## src/rtl/disp_pkg.sv

```systemverilog
// Shared encodings for the display capture block and the display generator bench.
package disp_pkg;

    // Capture controller states.
    typedef enum logic [2:0] {
        ST_IDLE       = 3'd0,
        ST_WAIT_FRAME = 3'd1,
        ST_CAPTURE    = 3'd2,
        ST_DRAIN      = 3'd3,
        ST_DONE       = 3'd4
    } cap_state_e;

    // Width of one packed RGB555 pixel.
    localparam int unsigned RGB555_W = 15;

    // True while a capture is in progress (armed, capturing or draining).
    function automatic logic st_busy(cap_state_e s);
        return (s == ST_WAIT_FRAME) || (s == ST_CAPTURE) || (s == ST_DRAIN);
    endfunction

endpackage

```

## src/rtl/disp_capture_pix_fifo.sv

```systemverilog
// Small synchronous FIFO with a registered show-ahead head; accepts a push when full if a pop happens too.
module pix_fifo #(
    parameter int unsigned WIDTH = 8,
    parameter int unsigned DEPTH = 4
) (
    input  logic             clk,
    input  logic             rst_n,
    input  logic             push,
    input  logic [WIDTH-1:0] din,
    input  logic             pop,
    output logic             full,
    output logic             empty,
    output logic [WIDTH-1:0] head
);

    localparam int unsigned PW = $clog2(DEPTH);
    localparam int unsigned CW = $clog2(DEPTH + 1);

    logic [WIDTH-1:0] mem_q [DEPTH];
    logic [WIDTH-1:0] mem_d [DEPTH];
    logic [PW-1:0]    rd_ptr_q, rd_ptr_d;
    logic [PW-1:0]    wr_ptr_q, wr_ptr_d;
    logic [CW-1:0]    count_q, count_d;
    logic [WIDTH-1:0] head_q, head_d;
    logic             empty_q, empty_d;
    logic             pop_ok_c, push_ok_c;

    assign full  = (count_q == CW'(DEPTH));
    assign empty = empty_q;
    assign head  = head_q;

    // Next pointers, occupancy and the value that will sit at the head after this edge.
    always_comb begin
        pop_ok_c  = pop && !empty_q;
        push_ok_c = push && (!full || pop_ok_c);
        mem_d     = mem_q;
        rd_ptr_d  = rd_ptr_q;
        wr_ptr_d  = wr_ptr_q;
        count_d   = count_q;
        head_d    = head_q;

        if (push_ok_c) begin
            mem_d[wr_ptr_q] = din;
            wr_ptr_d        = wr_ptr_q + PW'(1);
        end
        if (pop_ok_c) begin
            rd_ptr_d = rd_ptr_q + PW'(1);
        end
        if (push_ok_c && !pop_ok_c) begin
            count_d = count_q + CW'(1);
        end else if (pop_ok_c && !push_ok_c) begin
            count_d = count_q - CW'(1);
        end

        empty_d = (count_d == CW'(0));
        if (!empty_d) begin
            // The new head is the incoming word only when it lands in the slot being read next.
            if (push_ok_c && (rd_ptr_d == wr_ptr_q)) begin
                head_d = din;
            end else begin
                head_d = mem_q[rd_ptr_d];
            end
        end
    end

    // FIFO state registers with synchronous reset.
    always_ff @(posedge clk) begin
        if (!rst_n) begin
            for (int i = 0; i < int'(DEPTH); i++) begin
                mem_q[i] <= '0;
            end
            rd_ptr_q <= '0;
            wr_ptr_q <= '0;
            count_q  <= '0;
            head_q   <= '0;
            empty_q  <= 1'b1;
        end else begin
            mem_q    <= mem_d;
            rd_ptr_q <= rd_ptr_d;
            wr_ptr_q <= wr_ptr_d;
            count_q  <= count_d;
            head_q   <= head_d;
            empty_q  <= empty_d;
        end
    end

endmodule

```

## src/rtl/disp_capture.sv

```systemverilog
// Captures one display frame on request and streams RGB pixel writes with linear addresses.
module disp_capture
    import disp_pkg::*;
#(
    parameter int unsigned BPC        = RGB555_W / 3,
    parameter int unsigned H_RES      = 672,
    parameter int unsigned V_RES      = 384,
    parameter int unsigned ADDRW      = 18,
    parameter int unsigned FIFO_DEPTH = 4
) (
    input  logic               clk_pix,
    input  logic               rst_pix_n,
    input  logic               arm,
    input  logic               disp_de,
    input  logic               disp_frame,
    input  logic [BPC-1:0]     disp_r,
    input  logic [BPC-1:0]     disp_g,
    input  logic [BPC-1:0]     disp_b,
    output logic               wr_valid,
    input  logic               wr_ready,
    output logic [ADDRW-1:0]   wr_addr,
    output logic [3*BPC-1:0]   wr_data,
    output logic               busy,
    output logic               done,
    output logic               overflow,
    output logic               err_geom
);

    localparam int unsigned XW = $clog2(H_RES + 1);
    localparam int unsigned YW = $clog2(V_RES + 1);
    localparam int unsigned DW = 3 * BPC;
    localparam int unsigned FW = ADDRW + DW;

    cap_state_e       state_q, state_d;
    logic [XW-1:0]    x_q, x_d;
    logic [YW-1:0]    y_q, y_d;
    logic [ADDRW-1:0] addr_q, addr_d;
    logic             de_q, de_d;
    logic             busy_q, busy_d;
    logic             done_q, done_d;
    logic             overflow_q, overflow_d;
    logic             err_geom_q, err_geom_d;

    logic             fifo_full, fifo_empty;
    logic [FW-1:0]    fifo_head;
    logic [FW-1:0]    fifo_din_c;
    logic             push_c, pop_c, can_push_c;
    logic [YW-1:0]    y_inc_c;

    assign pop_c      = wr_ready && !fifo_empty;
    assign can_push_c = !fifo_full || pop_c;
    assign fifo_din_c = {addr_q, disp_r, disp_g, disp_b};
    assign y_inc_c    = y_q + YW'(1);

    assign wr_valid = !fifo_empty;
    assign wr_addr  = fifo_head[FW-1:DW];
    assign wr_data  = fifo_head[DW-1:0];
    assign busy     = busy_q;
    assign done     = done_q;
    assign overflow = overflow_q;
    assign err_geom = err_geom_q;

    // Output FIFO between the pixel stream and the write port.
    pix_fifo #(
        .WIDTH (FW),
        .DEPTH (FIFO_DEPTH)
    ) u_fifo (
        .clk   (clk_pix),
        .rst_n (rst_pix_n),
        .push  (push_c),
        .din   (fifo_din_c),
        .pop   (pop_c),
        .full  (fifo_full),
        .empty (fifo_empty),
        .head  (fifo_head)
    );

    // Capture controller: next state, counters, sticky flags and FIFO push.
    always_comb begin
        state_d    = state_q;
        x_d        = x_q;
        y_d        = y_q;
        addr_d     = addr_q;
        de_d       = 1'b0;
        overflow_d = overflow_q;
        err_geom_d = err_geom_q;
        push_c     = 1'b0;

        unique case (state_q)
            ST_IDLE, ST_DONE: begin
                if (arm) begin
                    overflow_d = 1'b0;
                    err_geom_d = 1'b0;
                    state_d    = ST_WAIT_FRAME;
                end
            end
            ST_WAIT_FRAME: begin
                if (disp_frame) begin
                    x_d     = '0;
                    y_d     = '0;
                    addr_d  = '0;
                    state_d = ST_CAPTURE;
                end
            end
            ST_CAPTURE: begin
                de_d = disp_de;
                if (disp_frame) begin
                    // New frame before all lines arrived: abandon and drain what we have.
                    err_geom_d = 1'b1;
                    state_d    = ST_DRAIN;
                end else if (disp_de) begin
                    push_c = 1'b1;
                    if (!can_push_c) begin
                        overflow_d = 1'b1;
                    end
                    // Address advances even on a drop so later pixels land correctly.
                    addr_d = addr_q + ADDRW'(1);
                    if (x_q == XW'(H_RES)) begin
                        err_geom_d = 1'b1;
                    end else begin
                        x_d = x_q + XW'(1);
                    end
                end else if (de_q) begin
                    if (x_q != XW'(H_RES)) begin
                        err_geom_d = 1'b1;
                    end
                    x_d = '0;
                    y_d = y_inc_c;
                    if (y_inc_c == YW'(V_RES)) begin
                        state_d = ST_DRAIN;
                    end
                end
            end
            ST_DRAIN: begin
                if (fifo_empty) begin
                    state_d = ST_DONE;
                end
            end
            default: begin
                state_d = ST_IDLE;
            end
        endcase

        busy_d = st_busy(state_d);
        done_d = (state_d == ST_DONE);
    end

    // Controller registers with synchronous reset.
    always_ff @(posedge clk_pix) begin
        if (!rst_pix_n) begin
            state_q    <= ST_IDLE;
            x_q        <= '0;
            y_q        <= '0;
            addr_q     <= '0;
            de_q       <= 1'b0;
            busy_q     <= 1'b0;
            done_q     <= 1'b0;
            overflow_q <= 1'b0;
            err_geom_q <= 1'b0;
        end else begin
            state_q    <= state_d;
            x_q        <= x_d;
            y_q        <= y_d;
            addr_q     <= addr_d;
            de_q       <= de_d;
            busy_q     <= busy_d;
            done_q     <= done_d;
            overflow_q <= overflow_d;
            err_geom_q <= err_geom_d;
        end
    end

endmodule
```

## config.mk

```make
export PLATFORM = sky130hd
export DESIGN_NAME = disp_capture
export DESIGN_NICKNAME = d
export VERILOG_FILES = /design/src/rtl/disp_pkg.sv /design/src/rtl/disp_capture_pix_fifo.sv /design/src/rtl/disp_capture.sv
export SDC_FILE = /design/constraint.sdc
export NUM_CORES = 1
export LEC_CHECK = 0
export CAP_MARGIN = 20
export CORE_ASPECT_RATIO = 0.5
export CORE_MARGIN = 3
export CORE_UTILIZATION = 50
export CTS_CLUSTER_SIZE = 16
export DETAILED_ROUTE_END_ITERATION = 8
export DONT_BUFFER_PORTS = 1
export PLACE_DENSITY = 0.66
export SETUP_SLACK_MARGIN = 0.4
export SLEW_MARGIN = 20
export SYNTH_ARGS = -nofsm -noshare
export SYNTH_HDL_FRONTEND = slang
export SYNTH_SLANG_ARGS = --single-unit
```

## constraint.sdc

```tcl
create_clock -name clk_pix -period 2.9 [get_ports clk_pix]
set_input_delay 0.58 -clock clk_pix [delete_from_list [all_inputs] [get_ports clk_pix]]
set_output_delay 0.58 -clock clk_pix [all_outputs]
set_load 0.1 [all_outputs]
```

### Word level (Yosys, flattened, before mapping)

Cells that the tools add are included.

| cells by class | value |
|---|---|
| add/subtract/negate cells | 7 |
| $mul | 0 |
| divide/modulo/power cells | 0 |
| $lt $le $gt $ge | 3 |
| equality and inequality tests | 25 |
| shift operators | 0 |
| mux-type cells | 47 |
| bitwise gates (word level) | 2 |
| reductions and logical operators | 26 |

Operators by type and width:

| kind | number |
|---|---|
| $bwmux 132 | 1 |
| $mux 33 | 4 |
| $bmux 33 s2 | 1 |
| $demux 33 s2 | 1 |
| $mux 18 | 3 |
| $mux 10 | 5 |
| $mux 9 | 4 |
| $pmux 18 s2 | 1 |
| $mux 3 | 9 |
| $pmux 10 s2 | 1 |
| $reduce_and 5->1 | 4 |
| $add 18x1->18 const B | 1 |
| $pmux 9 s2 | 1 |
| $ne 2x2->1 const B | 7 |
| $eq 3x2->1 const B | 4 |
| $mux 1 | 12 |
| $ne 4x4->1 const B | 3 |
| $pmux 3 s4 | 1 |
| $add 10x1->10 const B | 1 |
| $eq 10x10->1 const B | 1 |
| $ne 10x10->1 const B | 1 |
| $add 9x1->9 const B | 1 |
| $eq 3x3->1 const B | 3 |
| $eq 9x9->1 const B | 1 |
| 19 further kinds | 39 |

| storage, ports and cells | value |
|---|---|
| register bits after elaboration | 218 |
| latch bits | 0 |
| bits in writable memories | 0 |
| bits in read-only memories | 0 |
| input port bits | 21 |
| output and inout port bits | 38 |
| logic and storage cells | 128 |
| memories kept | 0 |

### Logic depth before layout (Yosys ltp)

Gate-level depths: netlist (run 1).

| depth | value |
|---|---|
| depth after elaboration | 10 |
| gate-level depth with buffers | 10 |
| gate-level depth less buffers | 8 |

### Hierarchy

A second synthesis (run 1) with hierarchy kept.

| unflattened totals | value |
|---|---|
| cells, all modules | 1197 |
| area total of the unflattened synthesis | 10253.6 sq um |

Modules (own cells, without submodules):

| module | instances | cells each | area each (sq um) | seq. area each (sq um) |
|---|---|---|---|---|
| pix_fifo | 1 | 920 | 7903.8 | 3463.3 |
| disp_capture | 1 | 277 | 2349.8 | 900.9 |

### Worst setup path before layout (run 1)

Ideal clock, no wire load.

| timing | value |
|---|---|
| kind | input port to flip-flop |
| start | in disp_frame |
| end | reg u_fifo.head_q[10] (netlist: u_fifo.head[10]) |
| library setup time | 119 ps |
| arrival time | 2045 ps |
| required time | 2781 ps |
| setup slack | 735 ps |
| cell stages on the path | 8 |
| path buffers | 2 |
| cell sequence | nand2b_1 -> o211a_1 -> a311o_1 -> a22oi_1 -> nand2b_1 -> buf_2 -> buf_2 -> o2bb2ai_1 |

| between the ends | value |
|---|---|
| word-level cells in the longest chain between the ends | 8 |
| elaborated cells between the ends (all ways) | 11 |
| classes of those cells | mux (5); reduce/logical (6) |

RTL lines:

| element | RTL line | source |
|---|---|---|
| from (decl) | disp_capture.sv:15 | `input logic disp_frame,` |
| $mux 1 * | disp_capture.sv:107 | `if (disp_frame) begin` |
| $mux 1 * | disp_capture.sv:89 | `unique case (state_q)` |
| $logic_and 1x1->1 * | disp_capture_pix_fifo.sv:35 | `push_ok_c = push && (!full \|\| pop_ok_c);` |
| $logic_not 1->1 | disp_capture_pix_fifo.sv:51 | `end else if (pop_ok_c && !push_ok_c) begin` |
| $logic_and 1x1->1 | disp_capture_pix_fifo.sv:51 |  |
| $mux 3 | disp_capture_pix_fifo.sv:51 |  |
| $mux 3 | disp_capture_pix_fifo.sv:49 | `if (push_ok_c && !pop_ok_c) begin` |
| $logic_not 3->1 | disp_capture_pix_fifo.sv:55 | `empty_d = (count_d == CW'(0));` |
| to (signal assigned) | disp_capture_pix_fifo.sv:75 | `head_q <= '0;` |
| to (signal assigned) | disp_capture_pix_fifo.sv:82 | `head_q <= head_d;` |
| to (decl) | disp_capture_pix_fifo.sv:24 | `logic [WIDTH-1:0] head_q, head_d;` |

Mark *: on every way between the ends. The rest lies on a longest branch, timed or not.
A chain may end at the register's enable or synchronous reset.

### Final worst setup path (run 1)

| timing | value |
|---|---|
| start | reg state_q[1] |
| end | reg u_fifo.head_q[9] (netlist: u_fifo.head[9]) |

| between the ends | value |
|---|---|
| word-level cells in the longest chain between the ends | 8 |
| elaborated cells between the ends (all ways) | 11 |
| classes of those cells | eq/ne (1); mux (4); reduce/logical (6) |

RTL lines:

| element | RTL line | source |
|---|---|---|
| from (decl) | disp_capture.sv:34 | `cap_state_e state_q, state_d;` |
| from (signal assigned) | disp_capture.sv:161 | `state_q <= state_d;` |
| $eq 3x2->1 * | disp_capture.sv:89 |  |
| $mux 1 * | disp_capture.sv:89 |  |
| $logic_and 1x1->1 * | disp_capture_pix_fifo.sv:35 |  |
| $logic_not 1->1 | disp_capture_pix_fifo.sv:51 |  |
| $logic_and 1x1->1 | disp_capture_pix_fifo.sv:51 |  |
| $mux 3 | disp_capture_pix_fifo.sv:51 |  |
| $mux 3 | disp_capture_pix_fifo.sv:49 |  |
| $logic_not 3->1 | disp_capture_pix_fifo.sv:55 |  |

Marked as above.

==> results.json, run 1 <==
{
  "outcome": "complete, no violations",
  "fp.dieH_um": 104,
  "core_mm2": 0.0186,
  "power_density_mw_per_mm2": 801,
  "synthXorXnorAreaFrac": 0.0266,
  "p_leak_nw": 3.59,
  "clkSlewWorstSetupHoldPaths_ns": 0.06,
  "die_w_um": 201,
  "nNetsFinal": 1186,
  "initial_core_util": 0.514,
  "fmax_mhz": 429,
  "syn-num-nets": 1207,
  "first_pass_iters": 5,
  "syn_avg_cell_area_um2": 8.13,
  "synth_top_family_by_area": "simple AND/OR/NAND/NOR gates",
  "antenna_found_initial": 0,
  "combPwrFrac": 0.217,
  "h-tree-depth": 1,
  "p_seq_frac": 0.478,
  "synth_top_area_cell": "dfxtp_1",
  "period_share": 0.803,
  "vdd_ir_drop_max_mv": 0.404,
  "grt_first_pass_wirelength_mm": 40.1,
  "p_clk_frac": 0.305,
  "cp_max_fo": 33,
  "hold_viol_final": 0,
  "skew_ns": 0.0123,
  "final-instance-count-excl-fill": 1422,
  "regArea_mm2": 0.00437,
  "period_needed_ns": 2.33,
  "synth_most_common_cell": "nand2_1",
  "tritoncts": "built",
  "n_antenna_cell": 0,
  "clock-sinks": 218,
  "detail-route-antenna-nets": 0,
  "hold_class": "in -> reg",
  "num_vias": 8042,
  "synth_compound_area_frac": 0.165,
  "endpoint_kind": "register",
  "synth_fa_ha_area_frac": 0.0157,
  "yosys_most_used_dff": "dfxtp_1",
  "synth.area.top_cells": "dfxtp_1 46%, nand2_1 11%, a21oi_1 8.2%",
  "drive_gt1_frac": 0.0997,
  "place_congestion": 0.791,
  "maxCapViolCount": 0,
  "critPathMaxStageDelay_ns": 0.47,
  "rsz0062_at_grt": "no",
  "finalSetupViolCount": 0,
  "worstPathArrival_ns": 2.75,
  "wl_mm": 24.3,
  "cts_max_path_buffers": 3,
  "syn_inst": 1174,
  "ys_ff_latch": 218,
  "yosys.area_share.simple": 0.214,
  "syn_to_final_growth_pct": 10.5,
  "ys_async_sr_fraction": 0,
  "cts_made_buffers": 21,
  "fin_setup_tns_ns": 0,
  "synth_common_cells": "290 x nand2_1, 218 x dfxtp_1, 157 x a21oi_1",
  "crit_type": "reg -> reg",
  "seq_area_frac_synth": 0.458,
  "cp-start-kind": "register",
  "die_area_mm2": 0.0209,
  "fill_cells": 1693,
  "p_int_mw": 5.22,
  "synth.distinct_cells": 54,
  "grt_pass1_vias": 7594,
  "grt_max_degree": 68,
  "required_ns": 3.32,
  "yosys_warnings": 0,
  "synth_edf_count": 0,
  "overflow": 0,
  "clock_latency_ns": 0.50,
  "clock-root-buffer": "clkbuf_16",
  "multi_input_area_mm2": 0.00476,
  "dp_hpwl_mm": 15.1,
  "wl_per_cell_um": 17.1,
  "synth_top_area_frac": 0.458,
  "drv_slew": 0,
  "drc": 0,
  "netlist_area_mm2": 0.00954,
  "grtUsageTotal": 0.231,
  "num_rows": 35,
  "critPathSlowestCell": "or3b_4",
  "synthMuxAreaShare": 0.0757,
  "power_switching_mw": 3.23,
  "path_cells": "or3b_4, o211a_1, a311o_1, a22oi_1, and2_1, buf_12, o2bb2ai_1",
  "worst_slew_pin_slew_ns": 1.04,
  "placed_cells_incl_taps": 1386,
  "p_sw_frac": 0.382,
  "io_pins": 59,
  "relSlewSlack": 0.304,
  "vias_per_cell": 5.66,
  "drt_iter0_markers": 507,
  "io_buffers": 0
}
## sequential cells by signal, indices dropped and copies added (netlist names)
signal / count
addr_q: 18
busy: 1
de_q: 1
done: 1
err_geom: 1
overflow: 1
state_q: 3
u_fifo.count_q: 3
u_fifo.empty: 1
u_fifo.head: 33
u_fifo.mem_q: 132
u_fifo.rd_ptr_q: 2
u_fifo.wr_ptr_q: 2
x_q: 10
y_q: 9
## through the flow
stage / setup slack [ns] / power (mW) / hold slack, ns / util / instance area, um^2
3_3_place_gp: 0.437 / 5.88 / 0.439 / 0.533 / 9890
6_report: 0.570 / 8.45 / 0.211 / 0.568 / 10500
3_5_place_dp: 0.353 / 5.92 / 0.444 / 0.533 / 9890
5_1_grt: 0.410 / 8.79 / 0.195 / 0.568 / 10500
2_1_floorplan: 0.735 / 5.41 / 0.432 / - / 9540
4_1_cts: 0.449 / 8.48 / 0.196 / 0.567 / 10500
## worst paths after layout
check	endpoint	cells past startpoint	slack, ns	start
worst min-delay path	u_fifo.mem_q[79]	2	0.21	disp_r[3]
worst min register to register	u_fifo.mem_q[11]	2	0.45	u_fifo.mem_q[11]
worst max register to register	u_fifo.head[9]	7	0.57	state_q[1]
worst max-delay path	u_fifo.head[9]	7	0.57	state_q[1]
## layout by cell type, fill, tap and decap left out, drive strengths merged, types with 3 or more instances in the layout
cell type and count:
a211oi 3, a21oi 157, a22oi 3, a311oi 3, and2 7, and3 6, buf 45, clkbuf 31
dfxtp 218, ha 12, inv 15, mux2 33, mux2i 35, nand2 290, nand2b 9, nand3 9
nand3b 4, nand4 10, nor2 110, nor2b 4, nor3 3, nor3b 4, nor4 4, o21ai 18
o22ai 33, o2bb2ai 33, or2 3, or3 11, xnor2 14, xor2 15
## per-layer routing
layer,GRT usage,share of wire
met3,0.0462,0.067
met4,0.0497,0.016
met2,0.363,0.43
met5,0,0
met1,0.331,0.48
## critical path: cells and delay by family (launching register included)
kind                   cells  cell delay, ns
flip-flops                 1            0.42
buffers and inverters      1            0.22
AO/OA/AOI/OAI              4            0.93
AND/OR/NAND/NOR            2            0.67
## cells by family (layout without fill, tap and decap cells)
logic type               after synthesis  after routing
AND/OR/NAND/NOR                      482            482
AO/OA/AOI/OAI                        262            262
flip-flops                           218            218
buffers and inverters                103             92
multiplexers                          68             68
XOR/XNOR                              29             29
adder cells (fa/ha/maj)               12             12
## repair_timing
action                                  4_1_cts  5_1_grt
buffers inserted                              2        1
hold buffers                                  0        0
pin swaps                                     1        0
endpoints found under the setup margin       33       39
resized for setup                             0        3
## power groups by stage
| stage | Clock (mW) | Sequential [mW] | Combinational, mW |
|---|---|---|---|
| finish | 2.58 | 4.04 | 1.83 |
| CTS | 2.62 | 4.04 | 1.82 |
| floorplan | 0 | 4.33 | 1.07 |
| global route | 2.76 | 4.06 | 1.98 |
| detailed placement | 0 | 4.10 | 1.82 |
| global placement | 0 | 4.10 | 1.78 |
## area by class of cell
type                       count  share of cell area
clock buffer                  31              0.0553
clock inverter                 2             0.00368
inverter                      14             0.00522
multi-input combinational    853               0.452
sequential                   218               0.414
tap                          259              0.0307
timing repair buffer          45              0.0392
No activity file was read; power rests on OpenSTA's default activity.
==> inputs of run 2 (changes only) <==
--- a/config.mk
+++ b/config.mk
@@ -12,7 +12,7 @@
 export CTS_CLUSTER_SIZE = 16
 export DETAILED_ROUTE_END_ITERATION = 8
 export DONT_BUFFER_PORTS = 1
-export PLACE_DENSITY = 0.66
+export PLACE_DENSITY = 0.69
 export SETUP_SLACK_MARGIN = 0.4
 export SLEW_MARGIN = 20
 export SYNTH_ARGS = -nofsm -noshare
==> constraint.sdc (replaced) <==
create_clock -name clk_pix -period 2 [get_ports clk_pix]
set_input_delay 0.4 -clock clk_pix [delete_from_list [all_inputs] [get_ports clk_pix]]
set_output_delay 0.4 -clock clk_pix [all_outputs]
set_load 0.1 [all_outputs]
==> results.json, run 2 (synthesis gave the netlist of run 1 again) <==
{
  "maxCapViolCount": 0,
  "h-tree-depth": 1,
  "final_cell_mix": "279 x nand2_1, 214 x dfxtp_1, 114 x a21oi_1",
  "drv_slew": 0,
  "initial_core_util": 0.514,
  "clock-root-buffer": "clkbuf_16",
  "largest_register_ffs": 132,
  "period_share": 1.11,
  "endpoint_kind": "register",
  "cp_max_fo": 7,
  "worst_slew_pin_slew_ns": 0.489,
  "power_density_mw_per_mm2": 1070,
  "p_leak_nw": 4.59,
  "critPathMaxStageDelay_ns": 0.44,
  "core_mm2": 0.0186,
  "dp_hpwl_mm": 16.2,
  "n_antenna_cell": 0,
  "grtUsageTotal": 0.272,
  "power_switching_mw": 5.22,
  "layout_commonest_cell": "nand2_1",
  "detail-route-antenna-nets": 0,
  "top_register": "u_fifo.mem_q",
  "wl_mm": 32.2,
  "first_pass_iters": 5,
  "clkSlewWorstSetupHoldPaths_ns": 0.07,
  "fin_area_mm2": 0.0127,
  "critPathSlowestCell": "or3b_4",
  "overflow": 0,
  "p_seq_frac": 0.351,
  "rsz0062_at_grt": "yes",
  "path_cells": "or3b_4, buf_4, a211oi_4, o21ai_2, a31oi_4, buf_6, buf_12, mux2i_2, o2bb2ai_1",
  "worst_slack_ns": -0.230,
  "placed_cells_incl_taps": 1446,
  "grt_first_pass_wirelength_mm": 46.2,
  "clock_latency_ns": 0.51,
  "grt_max_degree": 47,
  "fmax_mhz": 448,
  "cp_num_buf_inv": 3,
  "cp-start-kind": "register",
  "die_area_mm2": 0.0209,
  "combPwrFrac": 0.346,
  "cts_max_path_buffers": 3,
  "vdd_ir_drop_max_mv": 0.528,
  "crit_type": "reg -> reg",
  "drt_iter0_markers": 737,
  "antenna_found_initial": 0,
  "skew_ns": 0.0173,
  "fill_cells": 1360,
  "wl_per_cell_um": 20.9,
  "die_w_um": 201,
  "clock-sinks": 218,
  "p_clk_frac": 0.303,
  "hold_viol_final": 0,
  "outcome": "complete, but fails checks",
  "cts_made_buffers": 21,
  "io_buffers": 0,
  "pre_cts_slack_ns": -0.277,
  "worstPathArrival_ns": 2.62,
  "fp.dieH_um": 104,
  "placed_cell_area_mm2": 0.0104,
  "finalSetupViolCount": 111,
  "p_int_mw": 8.36,
  "io_pins": 59,
  "relSlewSlack": 0.674,
  "grt_pass1_vias": 8585,
  "required_ns": 2.39,
  "fin_setup_tns_ns": -8.97,
  "p_sw_frac": 0.384,
  "num_rows": 35,
  "num_vias": 9154,
  "vias_per_cell": 5.93,
  "final-instance-count-excl-fill": 1543,
  "place_congestion": 0.804,
  "drc": 0,
  "period_needed_ns": 2.23,
  "nNetsFinal": 1303,
  "critPathTopFamily": "compound AO/OA/AOI/OAI gates",
  "syn_to_final_growth_pct": 33.0,
  "drive_gt1_frac": 0.264,
  "hold_class": "in -> reg",
  "tritoncts": "built",
  "violations": "setup timing"
}
[run 2: repair_timing]
item | in CTS | in global routing
endpoints found under the setup margin | 204 | 217
hold buffers | 0 | 0
setup buffers | 20 | 18
cloned | 16 | 6
resized for setup | 95 | 86
pin swaps | 27 | 34
[run 2: path summary, 6_finish.rpt]
check,to,from,slack (ns),depth (start not counted)
min reg2reg,u_fifo.mem_q[97],u_fifo.mem_q[97],0.45,2
min,u_fifo.mem_q[75],disp_g[4],0.03,2
max,u_fifo.head[12],state_q[2],-0.23,9
max reg2reg,u_fifo.head[12],state_q[2],-0.23,9
[run 2: power by group through the flow]
stage / clock network, mW / registers [mW] / logic [mW]
after detailed placement: 0 / 4.84 / 4.12
after floorplan: 0 / 6.29 / 1.65
after global routing: 4.31 / 4.79 / 4.88
final: 4.12 / 4.77 / 4.69
after global placement: 0 / 4.84 / 4.07
after CTS: 4.10 / 4.75 / 4.27
[run 2: through the flow]
| step | hold WS [ns] | util | power, mW |
|---|---|---|---|
| final | 0.0256 | 0.683 | 13.6 |
| after global routing | 0.0173 | 0.683 | 14.0 |
| after CTS | 0.0216 | 0.649 | 13.1 |
| after detailed placement | 0.442 | 0.562 | 8.96 |
| after global placement | 0.438 | 0.562 | 8.91 |
| after floorplan | 0.432 | - | 7.94 |
[run 2: layout make-up]
class | count | area, um^2 | area share
clock buffer | 26 | 574 | 0.0453
clock inverter | 11 | 121 | 0.00957
inverter | 14 | 55.1 | 0.00434
multi-input combinational | 853 | 5250 | 0.414
sequential | 218 | 4370 | 0.344
tap | 259 | 324 | 0.0256
timing repair buffer | 162 | 1990 | 0.157
[run 2: routing by layer]
metal  wire length (um)  GRT usage  part of all wire
met3               3170     0.0578             0.098
met1              13200      0.358              0.41
met4               1120     0.0890             0.035
met2              14800      0.449              0.46
met5                  0          0                 0
